File: config.mk
export PLATFORM = sky130hd
export DESIGN_NAME = apb_master_arbiter_flat
export DESIGN_NICKNAME = d
export VERILOG_FILES = /design/src/rtl/apb_master_arbiter_if.sv /design/src/rtl/apb_master_arbiter.sv /design/src/flat_wrapper.sv
export SDC_FILE = /design/constraint.sdc
export NUM_CORES = 1
export LEC_CHECK = 0
export ABC_AREA = 1
export BUFFER_PORTS_ARGS = -buffer_cell sky130_fd_sc_hd__clkbuf_2
export CORE_UTILIZATION = 45
export DETAILED_ROUTE_END_ITERATION = 12
export PLACE_DENSITY = 0.93
export SYNTH_ARGS = -nofsm -noshare
export SYNTH_HDL_FRONTEND = slang
export SYNTH_SLANG_ARGS = --single-unit
File: constraint.sdc
create_clock -name PCLK -period 1.85 [get_ports PCLK]
set_input_delay 0.37 -clock PCLK [delete_from_list [all_inputs] [get_ports PCLK]]
set_output_delay 0.37 -clock PCLK [all_outputs]
set_load 0.03 [all_outputs]
File: src/rtl/apb_master_arbiter_if.sv
// rtl/apb_master_arbiter_if.sv - APB bus bundle between the shared master and its slave
interface apb_master_arbiter_if #(
   parameter int ADDR_WIDTH = 8,
   parameter int DATA_WIDTH = 32
);
   logic                  PSEL;
   logic                  PENABLE;
   logic [ADDR_WIDTH-1:0] PADDR;
   logic                  PWRITE;
   logic [DATA_WIDTH-1:0] PWDATA;
   logic [DATA_WIDTH-1:0] PRDATA;
   logic                  PREADY;
   logic                  PSLVERR;

   modport master (
      output PSEL,
      output PENABLE,
      output PADDR,
      output PWRITE,
      output PWDATA,
      input  PRDATA,
      input  PREADY,
      input  PSLVERR
   );

   modport slave (
      input  PSEL,
      input  PENABLE,
      input  PADDR,
      input  PWRITE,
      input  PWDATA,
      output PRDATA,
      output PREADY,
      output PSLVERR
   );
endinterface

File: src/rtl/apb_master_arbiter.sv
// rtl/apb_master_arbiter.sv - round-robin APB master shared by NUM_REQ local requesters
module apb_master_arbiter #(
   parameter int NUM_REQ    = 2,
   parameter int ADDR_WIDTH = 8,
   parameter int DATA_WIDTH = 32,
   parameter int TIMEOUT    = 16
) (
   input  logic                          PCLK,
   input  logic                          PRESET,
   input  logic [NUM_REQ-1:0]            req_valid,
   input  logic [NUM_REQ-1:0]            req_write,
   input  logic [NUM_REQ*ADDR_WIDTH-1:0] req_addr,
   input  logic [NUM_REQ*DATA_WIDTH-1:0] req_wdata,
   output logic [NUM_REQ-1:0]            req_ready,
   output logic [NUM_REQ-1:0]            rsp_valid,
   output logic [DATA_WIDTH-1:0]         rsp_rdata,
   output logic                          rsp_err,
   apb_master_arbiter_if.master          apb
);
   // Index width for requester numbers; wait counter sized to reach TIMEOUT-1.
   localparam int IDX_W = (NUM_REQ > 1) ? $clog2(NUM_REQ) : 1;
   localparam int CNT_W = (TIMEOUT > 2) ? $clog2(TIMEOUT) : 1;

   localparam logic [IDX_W-1:0] LAST_INIT = IDX_W'(NUM_REQ - 1);
   localparam logic [CNT_W-1:0] CNT_LAST  = CNT_W'(TIMEOUT - 1);

   localparam logic [1:0] ST_IDLE   = 2'd0;
   localparam logic [1:0] ST_SETUP  = 2'd1;
   localparam logic [1:0] ST_ACCESS = 2'd2;

   logic [1:0]            state;
   logic [IDX_W-1:0]      last;
   logic [IDX_W-1:0]      owner;
   logic [IDX_W-1:0]      winner;
   logic [IDX_W-1:0]      cand;
   logic                  found;
   logic                  accept;
   logic [CNT_W-1:0]      cnt;
   logic [ADDR_WIDTH-1:0] paddr_q;
   logic                  pwrite_q;
   logic [DATA_WIDTH-1:0] pwdata_q;
   logic                  access_done;
   logic                  access_timeout;

   // Round-robin search starting just after the last winner; first set bit wins.
   always_comb begin
      found  = 1'b0;
      winner = '0;
      cand   = '0;
      for (int k = 1; k <= NUM_REQ; k++) begin
         cand = IDX_W'((int'(last) + k) % NUM_REQ);
         if (!found && req_valid[cand]) begin
            found  = 1'b1;
            winner = cand;
         end
      end
   end

   // Accept strobe exists only while idle, so requests are never lost mid-transfer.
   assign accept = (state == ST_IDLE) && found;

   // One-hot accept pulse to the winning requester.
   always_comb begin
      req_ready = '0;
      if (accept) begin
         req_ready[winner] = 1'b1;
      end
   end

   // The transfer ends on PREADY; the timeout only fires when PREADY is still low.
   assign access_done    = (state == ST_ACCESS) && apb.PREADY;
   assign access_timeout = (state == ST_ACCESS) && !apb.PREADY && (cnt == CNT_LAST);

   // Transfer sequencing: IDLE -> SETUP -> ACCESS (waits) -> IDLE.
   always_ff @(posedge PCLK) begin
      if (PRESET) begin
         state <= ST_IDLE;
      end else begin
         case (state)
            ST_IDLE: begin
               if (found) begin
                  state <= ST_SETUP;
               end
            end
            ST_SETUP: begin
               state <= ST_ACCESS;
            end
            ST_ACCESS: begin
               if (access_done || access_timeout) begin
                  state <= ST_IDLE;
               end
            end
            default: begin
               state <= ST_IDLE;
            end
         endcase
      end
   end

   // Round-robin pointer and transfer owner, both updated on the accept edge.
   always_ff @(posedge PCLK) begin
      if (PRESET) begin
         last  <= LAST_INIT;
         owner <= '0;
      end else if (accept) begin
         last  <= winner;
         owner <= winner;
      end
   end

   // ACCESS wait counter, cleared while entering ACCESS and bumped per waited cycle.
   always_ff @(posedge PCLK) begin
      if (PRESET) begin
         cnt <= '0;
      end else if (state == ST_SETUP) begin
         cnt <= '0;
      end else if ((state == ST_ACCESS) && !access_done && !access_timeout) begin
         cnt <= cnt + 1'b1;
      end
   end

   // Capture the winner's command on accept; held through the transfer and while idle.
   always_ff @(posedge PCLK) begin
      if (PRESET) begin
         paddr_q  <= '0;
         pwrite_q <= 1'b0;
         pwdata_q <= '0;
      end else if (accept) begin
         paddr_q  <= req_addr[int'(winner)*ADDR_WIDTH +: ADDR_WIDTH];
         pwrite_q <= req_write[winner];
         pwdata_q <= req_wdata[int'(winner)*DATA_WIDTH +: DATA_WIDTH];
      end
   end

   // Completion response: one-cycle valid pulse, data and error held until the next one.
   always_ff @(posedge PCLK) begin
      if (PRESET) begin
         rsp_valid <= '0;
         rsp_rdata <= '0;
         rsp_err   <= 1'b0;
      end else begin
         rsp_valid <= '0;
         if (access_done) begin
            rsp_valid[owner] <= 1'b1;
            rsp_rdata        <= pwrite_q ? '0 : apb.PRDATA;
            rsp_err          <= apb.PSLVERR;
         end else if (access_timeout) begin
            rsp_valid[owner] <= 1'b1;
            rsp_rdata        <= '0;
            rsp_err          <= 1'b1;
         end
      end
   end

   // APB control follows the state directly so reset clears PSEL/PENABLE on the next cycle.
   assign apb.PSEL    = (state == ST_SETUP) || (state == ST_ACCESS);
   assign apb.PENABLE = (state == ST_ACCESS);
   assign apb.PADDR   = paddr_q;
   assign apb.PWRITE  = pwrite_q;
   assign apb.PWDATA  = pwdata_q;
endmodule

File: src/flat_wrapper.sv
// flat-port wrapper written by rule: the top's interface ports become plain ports
module apb_master_arbiter_flat 
#(
   parameter int NUM_REQ    = 2,
   parameter int ADDR_WIDTH = 8,
   parameter int DATA_WIDTH = 32,
   parameter int TIMEOUT    = 16
)
  (PCLK, PRESET, req_valid, req_write, req_addr, req_wdata, req_ready, rsp_valid, rsp_rdata, rsp_err, apb_PSEL, apb_PENABLE, apb_PADDR, apb_PWRITE, apb_PWDATA, apb_PRDATA, apb_PREADY, apb_PSLVERR);
  apb_master_arbiter_if #(.ADDR_WIDTH(ADDR_WIDTH), .DATA_WIDTH(DATA_WIDTH)) apb_i ();
  input  logic PCLK;
  input  logic PRESET;
  input  logic [NUM_REQ-1:0] req_valid;
  input  logic [NUM_REQ-1:0] req_write;
  input  logic [NUM_REQ*ADDR_WIDTH-1:0] req_addr;
  input  logic [NUM_REQ*DATA_WIDTH-1:0] req_wdata;
  output logic [NUM_REQ-1:0] req_ready;
  output logic [NUM_REQ-1:0] rsp_valid;
  output logic [DATA_WIDTH-1:0] rsp_rdata;
  output logic rsp_err;
  output wire logic [$bits(apb_i.PSEL)-1:0] apb_PSEL;
  output wire logic [$bits(apb_i.PENABLE)-1:0] apb_PENABLE;
  output wire logic [$bits(apb_i.PADDR)-1:0] apb_PADDR;
  output wire logic [$bits(apb_i.PWRITE)-1:0] apb_PWRITE;
  output wire logic [$bits(apb_i.PWDATA)-1:0] apb_PWDATA;
  input wire logic [$bits(apb_i.PRDATA)-1:0] apb_PRDATA;
  input wire logic [$bits(apb_i.PREADY)-1:0] apb_PREADY;
  input wire logic [$bits(apb_i.PSLVERR)-1:0] apb_PSLVERR;
  assign apb_PSEL = apb_i.PSEL;
  assign apb_PENABLE = apb_i.PENABLE;
  assign apb_PADDR = apb_i.PADDR;
  assign apb_PWRITE = apb_i.PWRITE;
  assign apb_PWDATA = apb_i.PWDATA;
  assign apb_i.PRDATA = apb_PRDATA;
  assign apb_i.PREADY = apb_PREADY;
  assign apb_i.PSLVERR = apb_PSLVERR;
  apb_master_arbiter #(.NUM_REQ(NUM_REQ), .ADDR_WIDTH(ADDR_WIDTH), .DATA_WIDTH(DATA_WIDTH), .TIMEOUT(TIMEOUT)) u_core (.PCLK(PCLK), .PRESET(PRESET), .req_valid(req_valid), .req_write(req_write), .req_addr(req_addr), .req_wdata(req_wdata), .req_ready(req_ready), .rsp_valid(rsp_valid), .rsp_rdata(rsp_rdata), .rsp_err(rsp_err), .apb(apb_i));
endmodule
* After elaboration in Yosys (flattened, before gate mapping)
Cells that the tools add are included.
** Word-level totals
- Bits of input ports :: 120
- Output and inout bits :: 80
- Word-level logic and storage cells :: 70
- Register bits :: 84
** Cells by class
- Add/subtract/negate cells :: 3
- Shifts and indexed selects :: 2
- Eq/ne operators :: 5
- Multiplexer cells :: 25
- Magnitude comparators :: 6
- Reductions and logical operators :: 19
** Operator list (count)
- two-way mux 32 bit :: 3
- variable part select 64 x 7 -> 32 bit :: 1
- variable part select 16 x 5 -> 8 bit :: 1
- two-way mux 1 bit :: 14
- two-way mux 2 bit :: 5
- logical AND 1 bit :: 9
- less-than comparator 1 x 2 -> 1 bit, second input constant :: 4
- case mux 2 bit (3 select lines) :: 1
- adder 4 x 1 -> 4 bit, second input constant :: 1
- == test 4 bit, second input constant :: 1
- zero test 1 bit :: 4
- != test 2 x 1 -> 1 bit, second input constant :: 2
- adder 1 bit, second input constant :: 2
- demux 1 bit (select 1 bit) :: 2
- == test 2 x 1 -> 1 bit, second input constant :: 1
- == test 2 bit, second input constant :: 1
- >= comparator 1 bit, second input constant :: 2
- zero test 2 bit :: 1
- logical OR 1 bit :: 2
- AND reduction 2 bit :: 1
- nonzero test 2 bit :: 1
- OR reduction 2 bit :: 1

* Longest topological paths before layout
Gate-level depths: netlist of the first run.
- Depth in word-level cells :: 12
- Depth in mapped cells :: 9
- Depth with buffers taken out :: 9

* Least setup slack after synthesis of the first run
No wires, ideal clock.
- Kind :: input to output
- From :: input req_valid[1]
- To :: output req_ready[1]
- Path slack :: 0.230 ns
- Cell stages on the path :: 4
- Arrival :: 1.250 ns
- Path through :: buf_2 > nand2_2 > buf_2 > nor2_1
** Between the ends
- Word-level cells in the longest chain between the ends :: 11
** Ends and longest elaborated chain
- start, declared :: line flat_wrapper.sv:13 : input logic [NUM_REQ-1:0] req_valid;
- two-way mux 1 bit (implied by the code) (2 in series) :: line apb_master_arbiter.sv:52 : if (!found && req_valid[cand]) begin
- two-way mux 1 bit :: line apb_master_arbiter.sv:52
- zero test 1 bit :: line apb_master_arbiter.sv:52
- logical AND 1 bit :: line apb_master_arbiter.sv:52
- two-way mux 1 bit :: line apb_master_arbiter.sv:52
- less-than comparator 1 x 2 -> 1 bit (implied by the code) or >= comparator 1 bit (tied branches) :: line apb_master_arbiter.sv:66 : req_ready[winner] = 1'b1;
- logical AND 1 bit (implied by the code) :: line apb_master_arbiter.sv:66
- two-way mux 1 bit (implied by the code) :: line apb_master_arbiter.sv:66
- demux 1 bit (select 1 bit)
- two-way mux 2 bit * :: line apb_master_arbiter.sv:65 : if (accept) begin
- end, declared :: line flat_wrapper.sv:17 : output logic [NUM_REQ-1:0] req_ready;
Mark *: on every way between the ends. The rest lies on a longest branch, timed or not. The select of a mux whose other input is x is not followed.

* Worst setup path after layout of the first run
- From :: register u_core.state[0]
- To :: output req_ready[0]
** Between the ends
- Word-level cells in the longest chain between the ends :: 3
** Ends and longest elaborated chain
- start, declared :: line apb_master_arbiter.sv:31 : logic [1:0] state;
- start signal, assigned :: line apb_master_arbiter.sv:77 : state <= ST_IDLE;
- start signal, assigned :: line apb_master_arbiter.sv:82 : state <= ST_SETUP;
- start signal, assigned :: line apb_master_arbiter.sv:86 : state <= ST_ACCESS;
- zero test 2 bit :: line apb_master_arbiter.sv:60 : assign accept = (state == ST_IDLE) && found;
- logical AND 1 bit :: line apb_master_arbiter.sv:60
- two-way mux 2 bit :: line apb_master_arbiter.sv:65
No other way between the ends.

==> out/results.txt, run 1 <==
Switch Pwr: 2.838 mW
FF+latch area: 1683 µm²
Core ar.: 7807 µm²
Worst-Skew Late Latency: 350 ps
CP Data Required Time: 1480 ps
Hold EP: u_core.rsp_rdata[21]
Sequential share of the synthesized area: 45.95%
Most common cell after layout, fill and taps aside: nand2_1
Starting DRT DRC Count: 177
Ranking of synthesized cells by area: dfxtp_1, nand2_1, a21oi_1, nand3_1, buf_2
Crit start category: register
Synthesized cell area: 3660 µm²
Setup violators final: 0
Max-Cap Viols: 0
Int Power: 3.656 mW
Nets@finish: 847
Final hold violation count: 0
CP top delay family: buffers and inverters
Die Area: 8497 µm²
Hold depth: 3
Placement Rows: 32
First-pass GRT wire length: 17140 µm
Setup TNS: 0 ps
R2R cell count: 9
Switch share: 43.70%
CTS Sinks: 84
DR WL/cell: 12.41 µm
H-tree depth: 3
Worst-path clk slew: 90 ps
Crit path DAT: 1380 ps
Largest area contributor in the netlist: dfxtp_1
Worst-margin pin slew: 391.6 ps
Final WL: 10290 µm
CTS Buf Count: 9
Comb pwr share: 43.5%
CP Max Fanout: 3
Most frequent cells in the layout: nand2_1, clkbuf_2, dfxtp_1, a21oi_1, nand3_1
Synth Area per Inst: 6.841 µm²
HPWL Detailed: 7787 µm
Layout fillers: 695
Die width: 92.18 µm
CP cell instances: inv_2 -> ha_4 -> inv_2 -> nor2_8 -> nand2_1 -> inv_1 -> clkbuf_4
Die Ht: 92.18 µm
Root Driver: clkbuf_8
Leakage power: 2.503 nW
Fin util: 63.14%
Outcome: completed
Syn-to-layout area delta: 34.70%
Drt drc: 0
Buffers on Ports: 199
Slew margin rel.: 73.89%
Smallest hold slack: 247.5 ps
Crit end category: output port
Pre-antenna DRT Iters: 5
Worst Path Buf+Inv: 4
R2R setup slack: 250 ps
GP Congestion: 0.8508
Yosys reg bits: 84
Hold Path Origin: apb_PRDATA[21]
WS Path Type: register to output port
Reg2Reg Launch Point: u_core.state[0]
Area of the multi-input gates: 1752 µm²
Routed via count: 4079
Max Root-Sink Buffers: 2
Hold_buf cts: 0
PwrDens: 1317 nW/µm²
Total gr overflow: 0
Share of cells above drive strength 1: 32.87%
Vias in the first global route: 3863
ANT nets after route: 0
Slew Viols, Final: 0
Max IR drop VDD: 0.0007036 V
Largest net degree at the start of global routing: 42
Cell count after synthesis: 535
Min-Delay Path Class: primary input to register
Post-synth top area share: 45.95%
Yosys warns: 0
Ports: 200
Skew final: 10.78 ps
CTS tree: done
Minimum clock period: 1751 ps
Slowest cell on the critical path: dfxtp_1
FF-to-FF End: u_core.cnt[3]
Synth Net Count: 660
Clock share of power: 20.1%
GRT Util Overall: 25.22%
Flop pwr share: 36.4%
Period utilization: 94.64%
Synth cell types: 18
RSZ-0062 raised after global routing: no
FMAX: 0.5711 GHz
Initial core utilization: 46.88%
Crit-path max cell delay: 380 ps
Initial antenna violation count: 0
Overall power: 6.495 mW
Most Frequent Cell on Critical Path: inv_2
Antenna diode count: 0
Vias per cell: 4.920
==> power by group through the flow <==
| stage | Combinational (mW) | Sequential, mW | Clock, mW |
|---|---|---|---|
| 2_1_floorplan | 1.43 | 2.97 | 0 |
| 3_3_place_gp | 2.68 | 2.38 | 0 |
| 3_5_place_dp | 2.77 | 2.39 | 0 |
| 4_1_cts | 2.81 | 2.36 | 1.33 |
| 5_1_grt | 3.09 | 2.41 | 1.43 |
| 6_report | 2.82 | 2.36 | 1.31 |
==> final cells by class <==
class | count | share of cell area (%)
clock buffer | 9 | 2.513
clock inverter | 7 | 1.548
inverter | 17 | 1.294
multi-input combinational | 399 | 35.53
sequential | 84 | 34.14
tap | 102 | 2.589
timing repair buffer | 211 | 22.39
==> worst max path at each step <==
| stage | from | end | slack [ps] | cells past startpoint |
|---|---|---|---|---|
| final | u_core.state[0] | req_ready[0] | 100 | 7 |
| after global routing | u_core.state[1] | req_ready[0] | 4 | 7 |
| after CTS | u_core.state[0] | req_ready[0] | 3 | 7 |
| after detailed placement | u_core.state[0] | u_core.cnt[3] | 280 | 9 |
| after global placement | req_valid[1] | req_ready[0] | 300 | 8 |
| after floorplan | req_valid[1] | req_ready[1] | 230 | 4 |
==> layer usage <==
layer / share of wire, % / vias up / GRT usage [%]
li1: - / 2078 / -
met1: 39 / 1803 / 27.80
met2: 52 / 170 / 44.59
met3: 5.8 / 28 / 5.307
met4: 3.3 / 0 / 14.58
met5: 0 / - / 0
==> metrics by stage <==
step                      std cells  instance area, µm²  setup WS (ps)
after floorplan                 535                3660          229.8
after global placement          813                4708          302.8
after detailed placement        813                4708          282.3
after CTS                       829                4918          3.500
after global routing            829                4930          4.021
final                           829                4930          99.08
==> timing repair <==
item                       CTS  global route
resized for setup            5             4
setup endpoints to repair    2             2
setup buffers                0             0
==> registers in the layout, summed over array words and instances (netlist names) <==
register / cells
u_core.apb.PADDR: 8
u_core.apb.PWDATA: 32
u_core.apb.PWRITE: 1
u_core.cnt: 4
u_core.last: 1
u_core.owner: 1
u_core.rsp_err: 1
u_core.rsp_rdata: 32
u_core.rsp_valid: 2
u_core.state: 2
==> kinds of logic (layout without fill, tap and decap cells) <==
| family | count (synthesis) | count (layout) | share of synthesized area [%] |
|---|---|---|---|
| buffers and inverters | 52 | 244 | 6.667 |
| DFF | 84 | 84 | 45.95 |
| and+or+nand+nor | 311 | 311 | 34.26 |
| AOI/OAI and AO/OA | 83 | 83 | 11.42 |
| adders and majority gates | 5 | 5 | 1.709 |
==> synthesized netlist by cell type <==
master and number:
nand2_1 248, dfxtp_1 84, a21oi_1 79, nand3_1 47, clkbuf_1 16, inv_1 16, buf_2 15, nor2_1 10
ha_1 5, buf_6 4, o21ai_0 3, nand2_2 2, inv_2 1, nand4_1 1, nor2_2 1, nor2_8 1
nor3_1 1, o211ai_1 1
==> worst reg2reg max path: cells and delay by family (launching register included) <==
family	cells	cell delay [ps]
flops	1	340
buf+inv	2	160
fa+ha+maj	1	240
simple gates	6	770
Note: power is estimated with default switching activity, not from simulation.
==> run 2: changes to the inputs <==
--- a/config.mk
+++ b/config.mk
@@ -5,11 +5,10 @@
 export SDC_FILE = /design/constraint.sdc
 export NUM_CORES = 1
 export LEC_CHECK = 0
-export ABC_AREA = 1
 export BUFFER_PORTS_ARGS = -buffer_cell sky130_fd_sc_hd__clkbuf_2
-export CORE_UTILIZATION = 45
+export CORE_UTILIZATION = 43
 export DETAILED_ROUTE_END_ITERATION = 12
-export PLACE_DENSITY = 0.93
+export PLACE_DENSITY = 0.92
 export SYNTH_ARGS = -nofsm -noshare
 export SYNTH_HDL_FRONTEND = slang
 export SYNTH_SLANG_ARGS = --single-unit
==> run 2 against run 1 <==
Against the previous run: core utilization is 0.58 points lower; synthesized cell count fell by 39%; combinational power shrank 43%; critical path depth down 2; via count decreased by 15%; design area fell by 6.5%; sequential cell count unchanged; clock skew barely moved; clock power is 7% lower; largest cell class is now flip-flops and latches; largest power group is now registers; highest routed layer unchanged.
==> out/results.txt, run 2 <==
GRT Util Overall: 24.24% (-0.99 points)
HPWL Detailed: 7151 µm (-8.2%)
Most Frequent Cell on Critical Path: buf_4
Buffers on Ports: 199 (unchanged)
Vias in the first global route: 3351 (-13%)
Setup TNS: 0 ps (unchanged)
Cell count after synthesis: 329 (-39%)
RSZ-0062 raised after global routing: no
Synth cell count leaders: dfxtp_1, a21oi_1, a32oi_1
H-tree depth: 3 (unchanged)
Die Ht: 90.03 µm (-2.3%)
Core ar.: 7370 µm² (-5.6%)
CP Data Required Time: 1480 ps (about the same)
Share of cells above drive strength 1: 46.27% (+13 points)
Initial core utilization: 45.21% (-1.7 points)
Minimum clock period: 1763 ps (+11.62 ps)
FFs w/ async S/R, synth: 0% (unchanged)
Overall power: 4.960 mW (-24%)
Placement Rows: 31 (-3.1%)
Worst-Skew Late Latency: 340 ps (about the same)
Largest area contributor in the netlist: dfxtp_1
Max Root-Sink Buffers: 2 (unchanged)
Final WL: 9993 µm (-2.9%)
Synth cell types: 34 (+16)
Yosys reg bits: 84 (unchanged)
Yosys warns: 0 (unchanged)
Outcome: completed
Number of synthesized flops with an enable pin: 0 (unchanged)
Cell with the most instances after synthesis: dfxtp_1
CP cell instances: inv_2 -> ha_4 -> buf_4 -> and2_1 -> buf_4
Nets@finish: 643 (-24%)
GP Congestion: 0.7640 (-10%)
Post-place setup slack: 72.39 ps (-209.9 ps)
Max-Cap Viols: 0 (unchanged)
Final hold violation count: 0 (unchanged)
CTS Sinks: 84 (unchanged)
Initial antenna violation count: 0 (unchanged)
Most common cell after layout, fill and taps aside: clkbuf_2
Period utilization: 95.27% (+0.63 points)
Slowest cell on the critical path: dfxtp_2
Leakage power: 2.127 nW (-15%)
CP Max Fanout: 6 (+3)
DR WL/cell: 16.07 µm (+29%)
Die width: 90.03 µm (-2.3%)
Drt drc: 0 (unchanged)
Synthesized cell area: 3332 µm² (-9.0%)
Setup violators final: 0 (unchanged)
Crit start category: register
Slew Viols, Final: 0 (unchanged)
Synth Net Count: 454 (-31%)
PwrDens: 1076 nW/µm² (-18%)
Min-Delay Path Class: primary input to register
Top_reg_cell synth: dfxtp_1
FMAX: 0.5674 GHz (-0.66%)
Hold_buf cts: 0 (unchanged)
Max IR drop VDD: 0.0005291 V (-25%)
First-pass GRT wire length: 16000 µm (-6.6%)
Syn-to-layout area delta: 38.38%
Worst-margin pin slew: 1074 ps (+682.5 ps)
CTS Buf Count: 9 (unchanged)
Synth Area per Inst: 10.13 µm² (+48%)
Crit-path max cell delay: 360 ps (-20 ps)
Ranking of synthesized cells by area: dfxtp_1, a32oi_1, a22o_1, a21oi_1, nand3_1
Slew margin rel.: 28.13% (-46 points)
Post-route setup slack: 87.46 ps (-11.62 ps)
Most frequent cells in the layout: clkbuf_2, dfxtp_1, a21oi_1, a32oi_1, nand3_1
ANT nets after route: 0 (unchanged)
CTS tree: done
Total gr overflow: 0 (unchanged)
Sequential share of the synthesized area: 50.47% (+4.5 points)
Routed via count: 3486 (-15%)
Skew final: 11.13 ps (+0.3472 ps)
Largest net degree at the start of global routing: 42 (unchanged)
Post-synth top area share: 50.47% (+4.5 points)
Die Area: 8105 µm² (-4.6%)
Vias per cell: 5.605 (+14%)
Crit path DAT: 1390 ps (about the same)
Antenna diode count: 0 (unchanged)
Crit end category: output port
Worst-path clk slew: 90 ps (about the same)
WS Path Type: register to output port
Pre-antenna DRT Iters: 4 (-1)
Starting DRT DRC Count: 154 (-13%)
Root Driver: clkbuf_8
Ports: 200 (unchanged)
-- run 2: cell count changes after synthesis, sizes merged, moves of 6 or more --
cell    previous run  this run
a22o               0        32
a21oi             79        44
nand2            250         2
nand3             47        37
nand3b             0         6
nor2              12         3
inv               17         2
a32oi              0        41
nand2b             0         7
buf               19        25
-- run 2: final cells by class --
class / instances / area [µm²]
clock buffers: 10 / 137.6
clock inverters: 6 / 47.55
fillers: 623 / 2759
inverters: 2 / 7.507
multi-input cells: 207 / 1465
flip-flops and latches: 84 / 1684
well taps: 99 / 123.9
repair buffers: 214 / 1145
-- run 2: report_power, final --
part / leakage, nW / switching (mW) / internal (mW)
Clock: 0.0815 / 0.687 / 0.534
Sequential: 0.686 / 0.116 / 2.00
Combinational: 1.36 / 1.05 / 0.570
Total: 2.13 / 1.85 / 3.11
-- run 2: metal layers --
metal,part of all wire (%),vias to the layer above,GRT usage [%]
li1,-,1652,-
met5,0,-,0
met4,2.0,0,9.409
met3,7.3,20,6.261
met2,50,170,41.54
met1,41,1644,28.94
-- run 2: per-stage QoR --
step / util [%] / hold WS (ps) / cells / cell area [µm²]
4_1_cts: 62.33 / 237.8 / 621 / 4593
5_1_grt: 62.56 / 229.6 / 622 / 4611
2_1_floorplan: - / 414.7 / 329 / 3332
3_3_place_gp: 59.56 / 457.3 / 605 / 4389
3_5_place_dp: 59.56 / 454.2 / 605 / 4389
6_report: 62.56 / 247.3 / 622 / 4611
-- run 2: path summary, 6_finish.rpt --
check / slack (ps) / depth (start not counted) / endpoint / from
worst min-delay path: 250 / 2 / u_core.rsp_rdata[22] / apb_PRDATA[22]
worst min register to register: 480 / 1 / u_core.rsp_rdata[15] / u_core.rsp_rdata[15]
worst max-delay path: 90 / 5 / req_ready[1] / u_core.state[0]
worst max register to register: 300 / 6 / u_core.apb.PWDATA[8] / u_core.state[0]
-- run 2: what timing repair did --
action	4_1_cts	5_1_grt
gates resized for setup	7	4
gates cloned	0	0
endpoints found under the hold margin	0	0
setup endpoints to repair	2	2
pin swaps	0	1
setup buffers	0	1
-- run 2: cells by family (layout without fill, tap and decap cells) --
group,Yosys count,count (layout),synth area share (%)
AO/OA/AOI/OAI,130,130,28.43
multiplexers,2,2,0.6009
buffers and inverters,38,232,6.572
flip-flops,84,84,50.47
adder cells (fa/ha/maj),5,5,1.878
AND/OR/NAND/NOR,70,70,12.05
-- run 2: critical path: cells and delay by family, from the launching register on --
family	cells	cell delay [ps]
buffers and inverters	3	390
adders and majority gates	1	160
DFF	1	360
and+or+nand+nor	1	140
